--- src/rtl/rom_access_arbiter_pkg.sv ---
`default_nettype none
// ============================================================================
// rom_arb_pkg: shared encodings and default sizes for the game-ROM arbiter
// Revision: 1.0
// ============================================================================
package rom_arb_pkg;

  localparam int NUM_REQ_MAX = 8;
  localparam int DEF_NUM_REQ = 3;
  localparam int DEF_ADDR_W  = 5;
  localparam int DEF_DATA_W  = 4;
  localparam int DEF_ROM_LAT = 2;

  typedef enum logic [2:0] {
    ST_IDLE    = 3'd0,
    ST_ADDR    = 3'd1,
    ST_WAIT    = 3'd2,
    ST_CAPTURE = 3'd3,
    ST_DONE    = 3'd4
  } state_e;

  function automatic int ptr_width(input int n);
    return (n > 1) ? $clog2(n) : 1;
  endfunction

endpackage
`default_nettype wire

--- src/rtl/rom_access_arbiter_rr_priority_pick.sv ---
`default_nettype none
// ============================================================================
// rr_priority_pick: first set request at or above ptr, wrapping modulo NUM_REQ
// Revision: 1.0
// ============================================================================
module rr_priority_pick
  import rom_arb_pkg::*;
#(
  parameter int NUM_REQ = DEF_NUM_REQ,
  parameter int PTR_W   = ptr_width(NUM_REQ)
) (
  input  logic [NUM_REQ-1:0] req_i,
  input  logic [PTR_W-1:0]   ptr_i,
  output logic [NUM_REQ-1:0] win_oh_o,
  output logic [PTR_W-1:0]   win_idx_o
);

  always_comb begin
    int   j;
    logic found;
    j         = 0;
    found     = 1'b0;
    win_oh_o  = '0;
    win_idx_o = '0;
    for (int i = 0; i < NUM_REQ_MAX; i++) begin
      if (i < NUM_REQ) begin
        j = int'(ptr_i) + i;
        if (j >= NUM_REQ) j = j - NUM_REQ;
        if (!found && req_i[j]) begin
          found       = 1'b1;
          win_oh_o[j] = 1'b1;
          win_idx_o   = PTR_W'(j);
        end
      end
    end
  end

endmodule
`default_nettype wire

--- src/rtl/rom_access_arbiter.sv ---
`default_nettype none
// ============================================================================
// rom_access_arbiter: round-robin req/gnt/rd_valid front end for a shared synchronous ROM
// Revision: 1.0
// ============================================================================
module rom_access_arbiter
  import rom_arb_pkg::*;
#(
  parameter int NUM_REQ = DEF_NUM_REQ,
  parameter int ADDR_W  = DEF_ADDR_W,
  parameter int DATA_W  = DEF_DATA_W,
  parameter int ROM_LAT = DEF_ROM_LAT
) (
  input  logic                      clk,
  input  logic                      rst,
  input  logic [NUM_REQ-1:0]        req_i,
  input  logic [NUM_REQ*ADDR_W-1:0] req_addr_i,
  output logic [NUM_REQ-1:0]        gnt_o,
  output logic [NUM_REQ-1:0]        rd_valid_o,
  output logic [DATA_W-1:0]         rd_data_o,
  output logic [ADDR_W-1:0]         rom_addr_o,
  input  logic [DATA_W-1:0]         q_rom_i,
  output logic                      busy_o
);

  localparam int PTR_W = ptr_width(NUM_REQ);
  localparam int CNT_W = (ROM_LAT > 1) ? $clog2(ROM_LAT) : 1;
  localparam logic [CNT_W-1:0] CNT_LAST = CNT_W'(ROM_LAT - 1);
  localparam logic [PTR_W-1:0] PTR_LAST = PTR_W'(NUM_REQ - 1);

  state_e               state_q;
  logic [PTR_W-1:0]     ptr_q;
  logic [PTR_W-1:0]     owner_q;
  logic [NUM_REQ-1:0]   owner_oh_q;
  logic [CNT_W-1:0]     wait_cnt_q;
  logic [NUM_REQ-1:0]   gnt_q;
  logic [NUM_REQ-1:0]   rd_valid_q;
  logic [DATA_W-1:0]    rd_data_q;
  logic [ADDR_W-1:0]    rom_addr_q;

  logic [NUM_REQ-1:0]   pick_oh;
  logic [PTR_W-1:0]     pick_idx;
  logic [ADDR_W-1:0]    pick_addr;

  rr_priority_pick #(
    .NUM_REQ (NUM_REQ),
    .PTR_W   (PTR_W)
  ) u_pick (
    .req_i     (req_i),
    .ptr_i     (ptr_q),
    .win_oh_o  (pick_oh),
    .win_idx_o (pick_idx)
  );

  always_comb begin
    pick_addr = req_addr_i[int'(pick_idx)*ADDR_W +: ADDR_W];
  end

  // Outputs are loaded on the edge entering the state in which they are visible,
  // so gnt shows during ADDR and rd_valid during DONE.
  always_ff @(posedge clk) begin
    if (rst) begin
      state_q    <= ST_IDLE;
      ptr_q      <= '0;
      owner_q    <= '0;
      owner_oh_q <= '0;
      wait_cnt_q <= '0;
      gnt_q      <= '0;
      rd_valid_q <= '0;
      rd_data_q  <= '0;
      rom_addr_q <= '0;
    end else begin
      gnt_q      <= '0;
      rd_valid_q <= '0;
      case (state_q)
        ST_IDLE: begin
          if (|req_i) begin
            owner_q    <= pick_idx;
            owner_oh_q <= pick_oh;
            rom_addr_q <= pick_addr;
            gnt_q      <= pick_oh;
            state_q    <= ST_ADDR;
          end
        end
        ST_ADDR: begin
          wait_cnt_q <= '0;
          state_q    <= ST_WAIT;
        end
        ST_WAIT: begin
          wait_cnt_q <= wait_cnt_q + CNT_W'(1);
          if (wait_cnt_q == CNT_LAST) state_q <= ST_CAPTURE;
        end
        ST_CAPTURE: begin
          rd_data_q  <= q_rom_i;
          rd_valid_q <= owner_oh_q;
          state_q    <= ST_DONE;
        end
        ST_DONE: begin
          ptr_q   <= (owner_q == PTR_LAST) ? '0 : owner_q + PTR_W'(1);
          state_q <= ST_IDLE;
        end
        default: state_q <= ST_IDLE;
      endcase
    end
  end

  assign gnt_o      = gnt_q;
  assign rd_valid_o = rd_valid_q;
  assign rd_data_o  = rd_data_q;
  assign rom_addr_o = rom_addr_q;
  assign busy_o     = (state_q != ST_IDLE);

endmodule
`default_nettype wire

--- config.mk ---
export PLATFORM = sky130hd
export DESIGN_NAME = rom_access_arbiter
export DESIGN_NICKNAME = d
export VERILOG_FILES = /design/src/rtl/rom_access_arbiter_pkg.sv /design/src/rtl/rom_access_arbiter_rr_priority_pick.sv /design/src/rtl/rom_access_arbiter.sv
export SDC_FILE = /design/constraint.sdc
export NUM_CORES = 1
export LEC_CHECK = 0
export BUFFER_PORTS_ARGS = -buffer_cell sky130_fd_sc_hd__clkbuf_2
export CAP_MARGIN = 20
export CORE_UTILIZATION = 34
export CTS_CLUSTER_DIAMETER = 120
export CTS_CLUSTER_SIZE = 20
export DETAILED_ROUTE_END_ITERATION = 12
export PLACE_DENSITY_LB_ADDON = 0.12
export SLEW_MARGIN = 10
export SYNTH_ARGS = -nofsm -noshare
export SYNTH_HDL_FRONTEND = slang
export SYNTH_SLANG_ARGS = --single-unit
--- constraint.sdc ---
create_clock -name clk -period 2.5 [get_ports clk]
set_clock_uncertainty 0.15 [all_clocks]
set_input_delay 0.5 -clock clk [delete_from_list [all_inputs] [get_ports clk]]
set_output_delay 0.5 -clock clk [all_outputs]
set_load 0.05 [all_outputs]
* After elaboration in Yosys (flattened, before gate mapping)
Index checks and enable logic that the tools add are counted.
** Storage, ports and cells
- Bits in registers :: 26
- Output and inout port bits :: 16
- Logic and storage cells :: 85
** Cells by class
- Add/sub/neg operators :: 7
- $mul :: 1
- Order comparisons :: 9
- Eq/ne operators :: 7
- Shifts and indexed selects :: 1
- Muxes and demuxes :: 31
- Bitwise operators :: 5
- Reductions and logical operators :: 15
** Operators with widths (number)
- >= comparator 32 x 1 -> 1 bit, second input constant :: 3
- < comparator 32 x 4 -> 1 bit, second input constant :: 3
- 2-to-1 mux 32 bit :: 3
- >= comparator 32 x 3 -> 1 bit, second input constant :: 2
- subtractor 32 x 3 -> 32 bit, second input constant :: 2
- 2-to-1 mux 3 bit :: 5
- variable part select 15 x 6 -> 5 bit :: 1
- case mux 3 bit (4 select lines) :: 1
- 2-to-1 mux 1 bit :: 11
- 2-to-1 mux 2 bit :: 4
- binary-select mux 1 bit (select 2 bit) :: 3
- demux 1 bit (select 2 bit) :: 3
- == test 3 x 2 -> 1 bit, second input constant :: 2
- bitwise OR 3 bit :: 2
- OR reduction 3 bit :: 2
- logical AND 1 bit :: 5
- multiplier 2 x 3 -> 5 bit, second input constant :: 1
- != test 2 bit, second input constant :: 2
- AND reduction 2 bit :: 2
- adder 2 x 1 -> 3 bit, second input constant :: 1
- adder 2 x 2 -> 3 bit, second input constant :: 1
- == test 3 x 1 -> 1 bit, second input constant :: 1
- == test 3 bit, second input constant :: 1
- logical NOT 3 bit :: 1
- 11 further kinds :: 14

* Logic depth before layout (Yosys ltp)
Gate-level depths: netlist of run 1.
- Depth in word-level cells :: 14
- Gate-level depth with buffers :: 8
- Gate-level depth less buffers :: 7

* By module
Synthesis of run 1 repeated with hierarchy kept, for this count alone.
** Unflattened totals
- Cells, all modules :: 166
- Area, all modules :: 1443.9 sq um
** Modules (own cells, without submodules)
- rom_access_arbiter :: instances 1, cells an instance 114, area an instance 1111.1 sq um, seq. area each 520.5 sq um
- rr_priority_pick :: instances 1, cells an instance 52, area an instance 332.8 sq um, seq. area each 0.0 sq um

* Least setup slack after synthesis of run 1
OpenSTA, ideal clock, no wires.
- Path type :: reg-to-reg
- Start point :: register ptr_q[0]
- End point :: register owner_oh_q[1]
- Library setup time :: 71 ps
- Data arrival time :: 1863 ps
- Required time :: 2279 ps
- Setup slack :: 416 ps
- Stages on the path, launching flop included :: 8
- Buffers on the path :: 1
- Clock period less this slack :: 2084 ps
- Cell sequence :: dfxtp_1 > inv_1 > ha_1 > buf_2 > or3b_1 > or2_1 > a211o_1 > a21oi_1
** On the way
- Longest elaborated chain between the ends :: 12
- Elaborated cells on any way between the ends :: 46
- Classes of those cells :: 5 x add/sub; 9 x order compare; 23 x mux; 2 x bitwise; 7 x reduce/logical
** Ends and longest elaborated chain
- start, declared :: RTL line rom_access_arbiter.sv:32 : logic [PTR_W-1:0] ptr_q;
- start signal, assigned :: RTL line rom_access_arbiter.sv:99 : ptr_q <= (owner_q == PTR_LAST) ? '0 : owner_q + PTR_W'(1);
- branches (longest 11 deep; another with subtractor 32 x 3 -> 32 bit)
- 2-to-1 mux 3 bit * :: RTL line rom_access_arbiter_rr_priority_pick.sv:29 : if (!found && req_i[j]) begin
- end signal, assigned :: RTL line rom_access_arbiter.sv:79 : owner_oh_q <= pick_oh;
- end, declared :: RTL line rom_access_arbiter.sv:34 : logic [NUM_REQ-1:0] owner_oh_q;
Mark *: on every way between the ends. The select of a mux whose other input is x is not followed.
A chain may end at the register's enable or synchronous reset.

* Worst setup path after layout of run 1
- Start point :: register ptr_q[0]
- End point :: register rom_addr_q[2], in the netlist rom_addr_o[2]
** On the way
- Longest elaborated chain between the ends :: 14
- Elaborated cells on any way between the ends :: 31
- Classes of those cells :: 5 x add/sub; 1 x mul; 3 x order compare; 1 x shift; 17 x mux; 4 x reduce/logical
** Ends and longest elaborated chain
- branches (longest 11 deep; another with subtractor 32 x 3 -> 32 bit)
- 2-to-1 mux 2 bit * :: RTL line rom_access_arbiter_rr_priority_pick.sv:29
- multiplier 2 x 3 -> 5 bit * :: RTL line rom_access_arbiter.sv:56 : pick_addr = req_addr_i[int'(pick_idx)*ADDR_W +: ADDR_W];
- variable part select 15 x 6 -> 5 bit * :: RTL line rom_access_arbiter.sv:56
- end signal, assigned :: RTL line rom_access_arbiter.sv:80 : rom_addr_q <= pick_addr;
- end, declared :: RTL line rom_access_arbiter.sv:39 : logic [ADDR_W-1:0] rom_addr_q;
Marks and branches as above.

==> impl_metrics.toml, run 1 <==
[floorplan]
dieArea_mm2 = 0.00446
die_w_um = 66.8
rows = 23
core_area_mm2 = 0.00400
die_h_um = 66.8
ios = 40
start_util_pct = 35.7

[logic_synthesis]
synth_nets = 188
synth_warnings = 0
synth_edf_count = 0
synth_top_area_cell = "dfxtp_1"
synth_top_cell_area_share_pct = 36.5
yosys.cell_types.count = 48
synth_flop_cell = "dfxtp_1"
netlist_instances = 160
synth_seq_cells = 26
async_flop_share_pct = 0
seq_area_frac_synth_pct = 36.5
ys_top_cells_by_area = "dfxtp_1 36%, mux2i_1 7.7%, nor2_1 6.3%, ha_1 3.5%, a21oi_1 3.2%"
avgSynthCellArea_um2 = 8.91
syn_area_mm2 = 0.00143

[finish]
num_antenna_cells = 0
finalInstanceArea_mm2 = 0.00172
final_util_pct = 43.0
syn_to_final_growth_pct = 20.7
nets = 226
drive_above_1_share_pct = 29.4
stdcell_count = 247

[clock_tree]
cts_tree = "built"
cts_buffers = 3
cts-root-buf = "clkbuf_8"
clk_latency_ps = 270
clkTransAtPathRegs_ps = 90
htree_levels = 1
cts_hold_buf = 0
cts_setup_buffers = 0
cts_buffer_depth = 2
clock_sinks = 26

[worst_setup_path]
path_max_fanout = 11
start_kind = "flip-flop"
cp.arrival_ps = 2350
worstSetupEndpointType = "flip-flop"
criticalPathCategory = "reg2reg"
cp.required_ps = 2520

[sta]
setup-tns-final_ps = 0
tightest_slew_ps = 516
fin_crit_ps = 2330
worst_hold_slack_ps = 303
rsz0062_at_grt = "false"
period_share_pct = 93.1
setup_viol = 0
worst_slack_ps = 173
drv_slew = 0
finalHoldViolCount = 0
max_slew_margin_pct = 65.3
max_freq_mhz = 430

[placement]
portBuffers = 39
dp.cells = 243
post-place-ws_ps = 52.6
place_congestion = 0.820
dp_hpwl_um = 2420
place_area_mm2 = 0.00164

[global_routing]
grt_max_degree = 25
grt_pass1_vias = 1119
overflow = 0
antenna_found_initial = 0
grt_use_total_pct = 15.5
grt_pass1_wl_um = 5300

[min_path]
hold_class = "in2reg"

[power_and_ir_drop]
irDropWorstVdd_mv = 0.235
p_leak_nw = 0.758
cellPowerDensity_mw_per_mm2 = 772
power_mw = 1.33

[drt]
finalWirelength_um = 3210
drt_iter0_drc = 49
wl_met3_um = 127
drtAntennaViolNets = 0
drc = 0
met2WireLength_um = 1520
avgRoutedWirePerCell_um = 13.0
highest_layer = "met4"
dr.pass1.iters = 4
wl_met1_um = 1540
via_per_inst = 5.13
via_count = 1268

[status]
status = "completed"

[flow_run]
max_cap_viol_count = 0
==> sequential cells by signal, summed over array words and instances (netlist names) <==
| register | cells |
|---|---|
| state_q | 3 |
| owner_q | 2 |
| gnt_o | 3 |
| wait_cnt_q | 1 |
| rd_valid_o | 3 |
| owner_oh_q | 3 |
| ptr_q | 2 |
| rd_data_o | 4 |
| rom_addr_o | 5 |
==> path summary, 6_finish.rpt <==
path	start	cells past startpoint	to	slack [ps]
worst min register to register	owner_oh_q[0]	2	owner_oh_q[0]	310
worst min-delay path	q_rom_i[0]	3	rd_data_o[0]	300
worst max register to register	ptr_q[0]	8	rom_addr_o[2]	170
worst max-delay path	ptr_q[0]	8	rom_addr_o[2]	170
==> report_power, final <==
group / total (mW) / internal (mW) / switching, mW
clock: 0.347 / 0.214 / 0.133
combinational: 0.464 / 0.160 / 0.305
sequential: 0.518 / 0.474 / 0.0440
total: 1.33 / 0.848 / 0.481
==> final cells by class <==
type	count	area, um2
Fill cell	409	2280
Sequential cell	26	520
Clock buffer	3	41.3
Timing Repair Buffer	42	218
Tap cell	50	62.6
Multi-Input combinational cell	120	831
Inverter	5	18.8
Clock inverter	1	30.0
==> layout by cell type (no fill, tap or decap), types with 3 or more instances in the layout <==
master and n:
clkbuf_8 3, a21oi_1 8, nand2_1 9, inv_1 5, nor3_1 4, nand3b_1 4, and2_1 3, nor3b_1 3
buf_4 3, clkbuf_2 39, o32ai_1 3, o21ai_1 5, mux2i_1 11, ha_1 4, nand2b_1 3, nor2_1 24
o211a_1 3, dfxtp_1 26
==> kinds of logic (layout without fill, tap and decap cells) <==
group                    after synthesis  after routing  synth area share [%]
adder cells (fa/ha/maj)                4              4                  3.51
flip-flops                            26             26                  36.5
AO/OA/AOI/OAI                         42             42                  22.5
buffers and inverters                 14             51                  5.96
XOR/XNOR                               1              1                 0.614
AND/OR/NAND/NOR                       61             61                  22.5
multiplexers                          12             12                  8.51
==> cell usage after synthesis, drive strengths merged (2+ instances only) <==
cell type and number:
or3 2, and2 3, inv 5, nor3b 3, o21ai 6, nor3 4
o211a 3, mux2i 11, o22ai 2, clkbuf 2, nor2 26, ha 4
nand2 9, a21oi 10, buf 7, a31oi 2, nand2b 3, nor2b 2
a211oi 2, a311o 2, or2 2, nand3b 4, a41oi 2, o32ai 3
dfxtp 26
==> critical path, stage by stage (launching register included) <==
cell      delay (ps)
dfxtp_1          370
inv_1             90
ha_1             430
nor2b_1          190
o211ai_1         240
a21oi_2          140
buf_4            170
or3_4            340
o32ai_1          120
==> what timing repair did <==
| item | 4_1_cts | 5_1_grt |
|---|---|---|
| gates resized for setup | 0 | 2 |
| endpoints found under the hold margin | 0 | 0 |
| setup endpoints to repair | 0 | 3 |
==> layer usage <==
metal  vias up  track usage (%)
met2        26             25.1
li1        651                -
met3         2             2.23
met5         -                0
met4         0             5.59
met1       589             20.8
(Power assumes the default switching activity.)
==> inputs of run 2 (changes only) <==
Settings changed: CORE_ASPECT_RATIO set to 0.6, MAX_ROUTING_LAYER set to met4, RECOVER_POWER set to 25.
==> impl_metrics.toml, run 2 (same netlist as run 1, synthesis figures left out) <==
[power_and_ir_drop]
irDropWorstVdd_mv = 0.282
combPwrFrac_pct = 35.0
internal_power_uw = 847
power_mw = 1.33
clockPowerShare_pct = 25.9
power.switching_uw = 480
cellPowerDensity_mw_per_mm2 = 777
p_leak_nw = 0.748
power_frac_seq_pct = 39.1
p_sw_share_pct = 36.2

[floorplan]
die_h_um = 52.2
rows = 17
start_util_pct = 37.3
dieArea_mm2 = 0.00447
core_area_mm2 = 0.00383
ios = 40
die_w_um = 85.6

[placement]
post-place-ws_ps = 41.9
place_area_mm2 = 0.00163
portBuffers = 39
dp_hpwl_um = 2530
place_congestion = 0.861
dp.cells = 239

[global_routing]
grt_pass1_wl_um = 5270
antenna_found_initial = 0
grt_max_degree = 25
grt_use_total_pct = 15.6
overflow = 0
grt_pass1_vias = 1176

[finish]
drive_above_1_share_pct = 28.6
num-fill-cells = 385
mostFrequentLayoutCells = "38 x clkbuf_2, 26 x dfxtp_1, 24 x nor2_1"
stdcell_count = 243
nets = 225
num_antenna_cells = 0
finalInstanceArea_mm2 = 0.00171
largest_reg_flops = 5
layout.cells.most_common = "clkbuf_2"
syn_to_final_growth_pct = 19.7

[worst_setup_path]
criticalPathCategory = "reg2reg"
cp.required_ps = 2540
critical-path-top-delay-family = "compound AO/OA/AOI/OAI gates"
crit_chain = "inv_1 > ha_2 > mux2i_1 > o22ai_2 > or2_1 > a211o_1 > a21oi_1"
start_kind = "flip-flop"
path_max_fanout = 11
cp.arrival_ps = 2300
worstSetupEndpointType = "flip-flop"
cp_slowest_cell = "ha_2"
path_buf_inv = 1
slowest_delay_ps = 450

[sta]
worst_slack_ps = 239
setup-tns-final_ps = 0
drv_slew = 0
rsz0062_at_grt = "false"
fin_crit_ps = 2260
max_slew_margin_pct = 27.5
finalHoldViolCount = 0
max_freq_mhz = 442
tightest_slew_ps = 1090
setup_viol = 0
period_share_pct = 90.5

[clock_tree]
cts.repair.resized = 0
cts_buffers = 3
cts_setup_buffers = 0
clkTransAtPathRegs_ps = 90
clock_sinks = 26
clk_latency_ps = 270
cts-root-buf = "clkbuf_8"
cts_tree = "built"
htree_levels = 1
cts_buffer_depth = 2
cts_hold_buf = 0

[drt]
finalWirelength_um = 3260
drtAntennaViolNets = 0
drc = 0
drt_iter0_drc = 43
via_count = 1265
via_per_inst = 5.21
avgRoutedWirePerCell_um = 13.4
dr.pass1.iters = 4

[status]
status = "completed"

[min_path]
hold_class = "reg2reg"

[flow_run]
max_cap_viol_count = 0
==> run 2: cell types whose count changed in the layout (fill, tap and decap cells not counted), sizes merged <==
cell	delta
buf	-1
==> run 2: worst min-delay path, stage by stage, from the launching register on <==
cell and delay, ps:
dfxtp_1 320, nand2_1 50, a21oi_1 50
==> run 2: power groups by stage <==
stage	logic, mW	registers (mW)	clock network (mW)
floorplan	0.296	0.617	0
global placement	0.462	0.525	0
detailed placement	0.467	0.529	0
CTS	0.468	0.519	0.357
global route	0.507	0.525	0.372
finish	0.465	0.519	0.344
==> run 2: path summary, 6_finish.rpt <==
check	from	end	slack [ps]	cells after the start
max	ptr_q[0]	owner_oh_q[1]	240	7
min	owner_oh_q[0]	owner_oh_q[0]	310	2
max reg2reg	ptr_q[0]	owner_oh_q[1]	240	7
min reg2reg	owner_oh_q[0]	owner_oh_q[0]	310	2
==> run 2: area by class of cell <==
cell class	instances	area, um2	share of cell area [%]
tap	47	58.8	3.44
sequential	26	520	30.5
multi-input combinational	120	830	48.6
clock inverter	1	30.0	1.76
inverter	5	18.8	1.10
clock buffer	3	41.3	2.42
timing repair buffer	41	209	12.2
==> run 2: routing by layer <==
metal  global-route usage, %  part of all wire [%]  routed length, um
met5                       -                     0                  0
met2                    24.9                    42               1380
met3                    4.57                   5.5                179
met4                    2.50                  0.21                  7
met1                    20.2                    52               1690
==> run 2: metrics by stage <==
step                      util, %  hold slack [ps]
final                        44.6              310
after global routing         44.6              287
after CTS                    44.4              298
after detailed placement     42.5              296
after global placement       42.5              297
after floorplan                 -              280
==> inputs of run 3 (changes only) <==
Clock period 2.5 ns to 2.4 ns, I/O delays scaled along.
==> impl_metrics.toml, run 3 (same netlist as run 1, synthesis figures left out) <==
[power_and_ir_drop]
p_leak_nw = 0.740
power_mw = 1.28
irDropWorstVdd_mv = 0.312
cellPowerDensity_mw_per_mm2 = 745

[global_routing]
met3_usage_pct = 4.57
grt_max_degree = 25
grt_use_total_pct = 15.7
grt_pass1_vias = 1199
grt_pass1_wl_um = 5290
antenna_found_initial = 0
grt_busiest_layer = "met2"
overflow = 0
met1_usage_pct = 20.1
use_met2_pct = 24.9

[clock_tree]
clock_sinks = 26
clk_latency_ps = 260
htree_levels = 1
cts_buffer_depth = 2
cts_tree = "built"
cts-root-buf = "clkbuf_8"
clkTransAtPathRegs_ps = 80
cts_buffers = 3

[placement]
dp_hpwl_um = 2590
portBuffers = 39
place_congestion = 0.837

[drt]
finalWirelength_um = 3310
drt_iter0_drc = 42
via_per_inst = 5.21
dr.pass1.iters = 4
via_count = 1277
avgRoutedWirePerCell_um = 13.5
drc = 0
drtAntennaViolNets = 0

[worst_setup_path]
path_max_fanout = 8
rr_startpoint = "ptr_q[1]"
r2r-end = "rom_addr_o[2]"
slowest_delay_ps = 390
cp.required_ps = 2390
path_buf_inv = 2
criticalPathCategory = "reg2reg"
rrSetupSlack_ps = 90
start_kind = "flip-flop"
crit_start = "ptr_q[1]"
critical-path-top-delay-family = "multiplexers"
worstRegToRegCells = 8
crit_chain = "inv_1 > ha_1 > mux2i_1 > o211a_1 > o22ai_1 > buf_4 > mux2i_1 > o32ai_1"
crit_top_cell = "mux2i_1"
cp.arrival_ps = 2300
worstSetupEndpointType = "flip-flop"
cp_slowest_cell = "ha_1"

[finish]
num-fill-cells = 388
mostFrequentLayoutCells = "36 x clkbuf_2, 26 x dfxtp_1, 24 x nor2_1"
syn_to_final_growth_pct = 20.1
layout.cells.most_common = "clkbuf_2"
nets = 228
largest_reg_flops = 5
final_util_pct = 44.7
drive_above_1_share_pct = 28.3
num_antenna_cells = 0

[floorplan]
rows = 17
start_util_pct = 37.3
die_w_um = 85.6
dieArea_mm2 = 0.00447
die_h_um = 52.2
core_area_mm2 = 0.00383
ios = 40

[sta]
setup-tns-final_ps = 0
max_slew_margin_pct = 58.8
max_freq_mhz = 433
finalHoldViolCount = 0
tightest_slew_ps = 621
setup_viol = 0
drv_slew = 0
rsz0062_at_grt = "false"
fin_crit_ps = 2310
period_share_pct = 96.2

[min_path]
min_path_cells = 3
whs_endpoint = "rd_data_o[3]"
holdCritStartpoint = "q_rom_i[3]"
hold_class = "in2reg"

[flow_run]
max_cap_viol_count = 0

[status]
status = "completed"
==> run 3: changes by cell type in the layout (fill, tap and decap cells not counted), moves of 2 or more <==
cell / before / now
buf_4: 2 / 5
clkbuf_2: 38 / 36
o22ai_2: 2 / 0
clkbuf_1: 1 / 3
==> run 3: worst max path at each step <==
stage                         end  slack, ps  depth (start not counted)
floorplan           owner_oh_q[1]        320                          7
global placement    rom_addr_o[4]        130                          8
detailed placement  rom_addr_o[2]         30                          8
CTS                 rom_addr_o[2]         20                          8
global route        rom_addr_o[2]          2                          8
finish              rom_addr_o[2]         90                          8
==> run 3: power by group <==
part | switching [mW] | internal [mW]
clock | 0.122 | 0.112
sequential | 0.0468 | 0.493
combinational | 0.325 | 0.177
total | 0.494 | 0.783
==> run 3: timing repair <==
item	4_1_cts	5_1_grt
hold buffers	0	0
resized for setup	0	4
setup buffers	0	1
setup endpoints to repair	0	8
==> run 3: per-stage QoR <==
stage / cell area [um2] / instances / hold WS [ps] / setup WS (ps)
global placement: 1640 / 241 / 297 / 130
CTS: 1690 / 244 / 293 / 23.9
global route: 1710 / 245 / 304 / 1.97
detailed placement: 1640 / 241 / 300 / 31.8
finish: 1710 / 245 / 296 / 90.0
floorplan: 1430 / 160 / 280 / 316
==> run 3: metal layers <==
metal | share of wire [%] | vias to the layer above
met5 | 0 | -
met4 | 0.21 | 0
met3 | 6.1 | 2
met2 | 41 | 31
met1 | 52 | 589
li1 | - | 655
==> run 3: area by class of cell <==
class                           instances  area [um2]  area share, %
Sequential cell                        26         520           30.4
Clock buffer                            3        41.3           2.41
Tap cell                               47        58.8           3.43
Timing Repair Buffer                   44         229           13.4
Inverter                                5        18.8           1.10
Multi-Input combinational cell        120         845           49.3
==> run 3: worst reg2reg max path, delay by kind of cell (launching register included) <==
kind | cells | cell delay, ps
fa+ha+maj | 1 | 390
mux | 2 | 520
buf+inv | 2 | 300
compound gates | 3 | 470
flops | 1 | 360
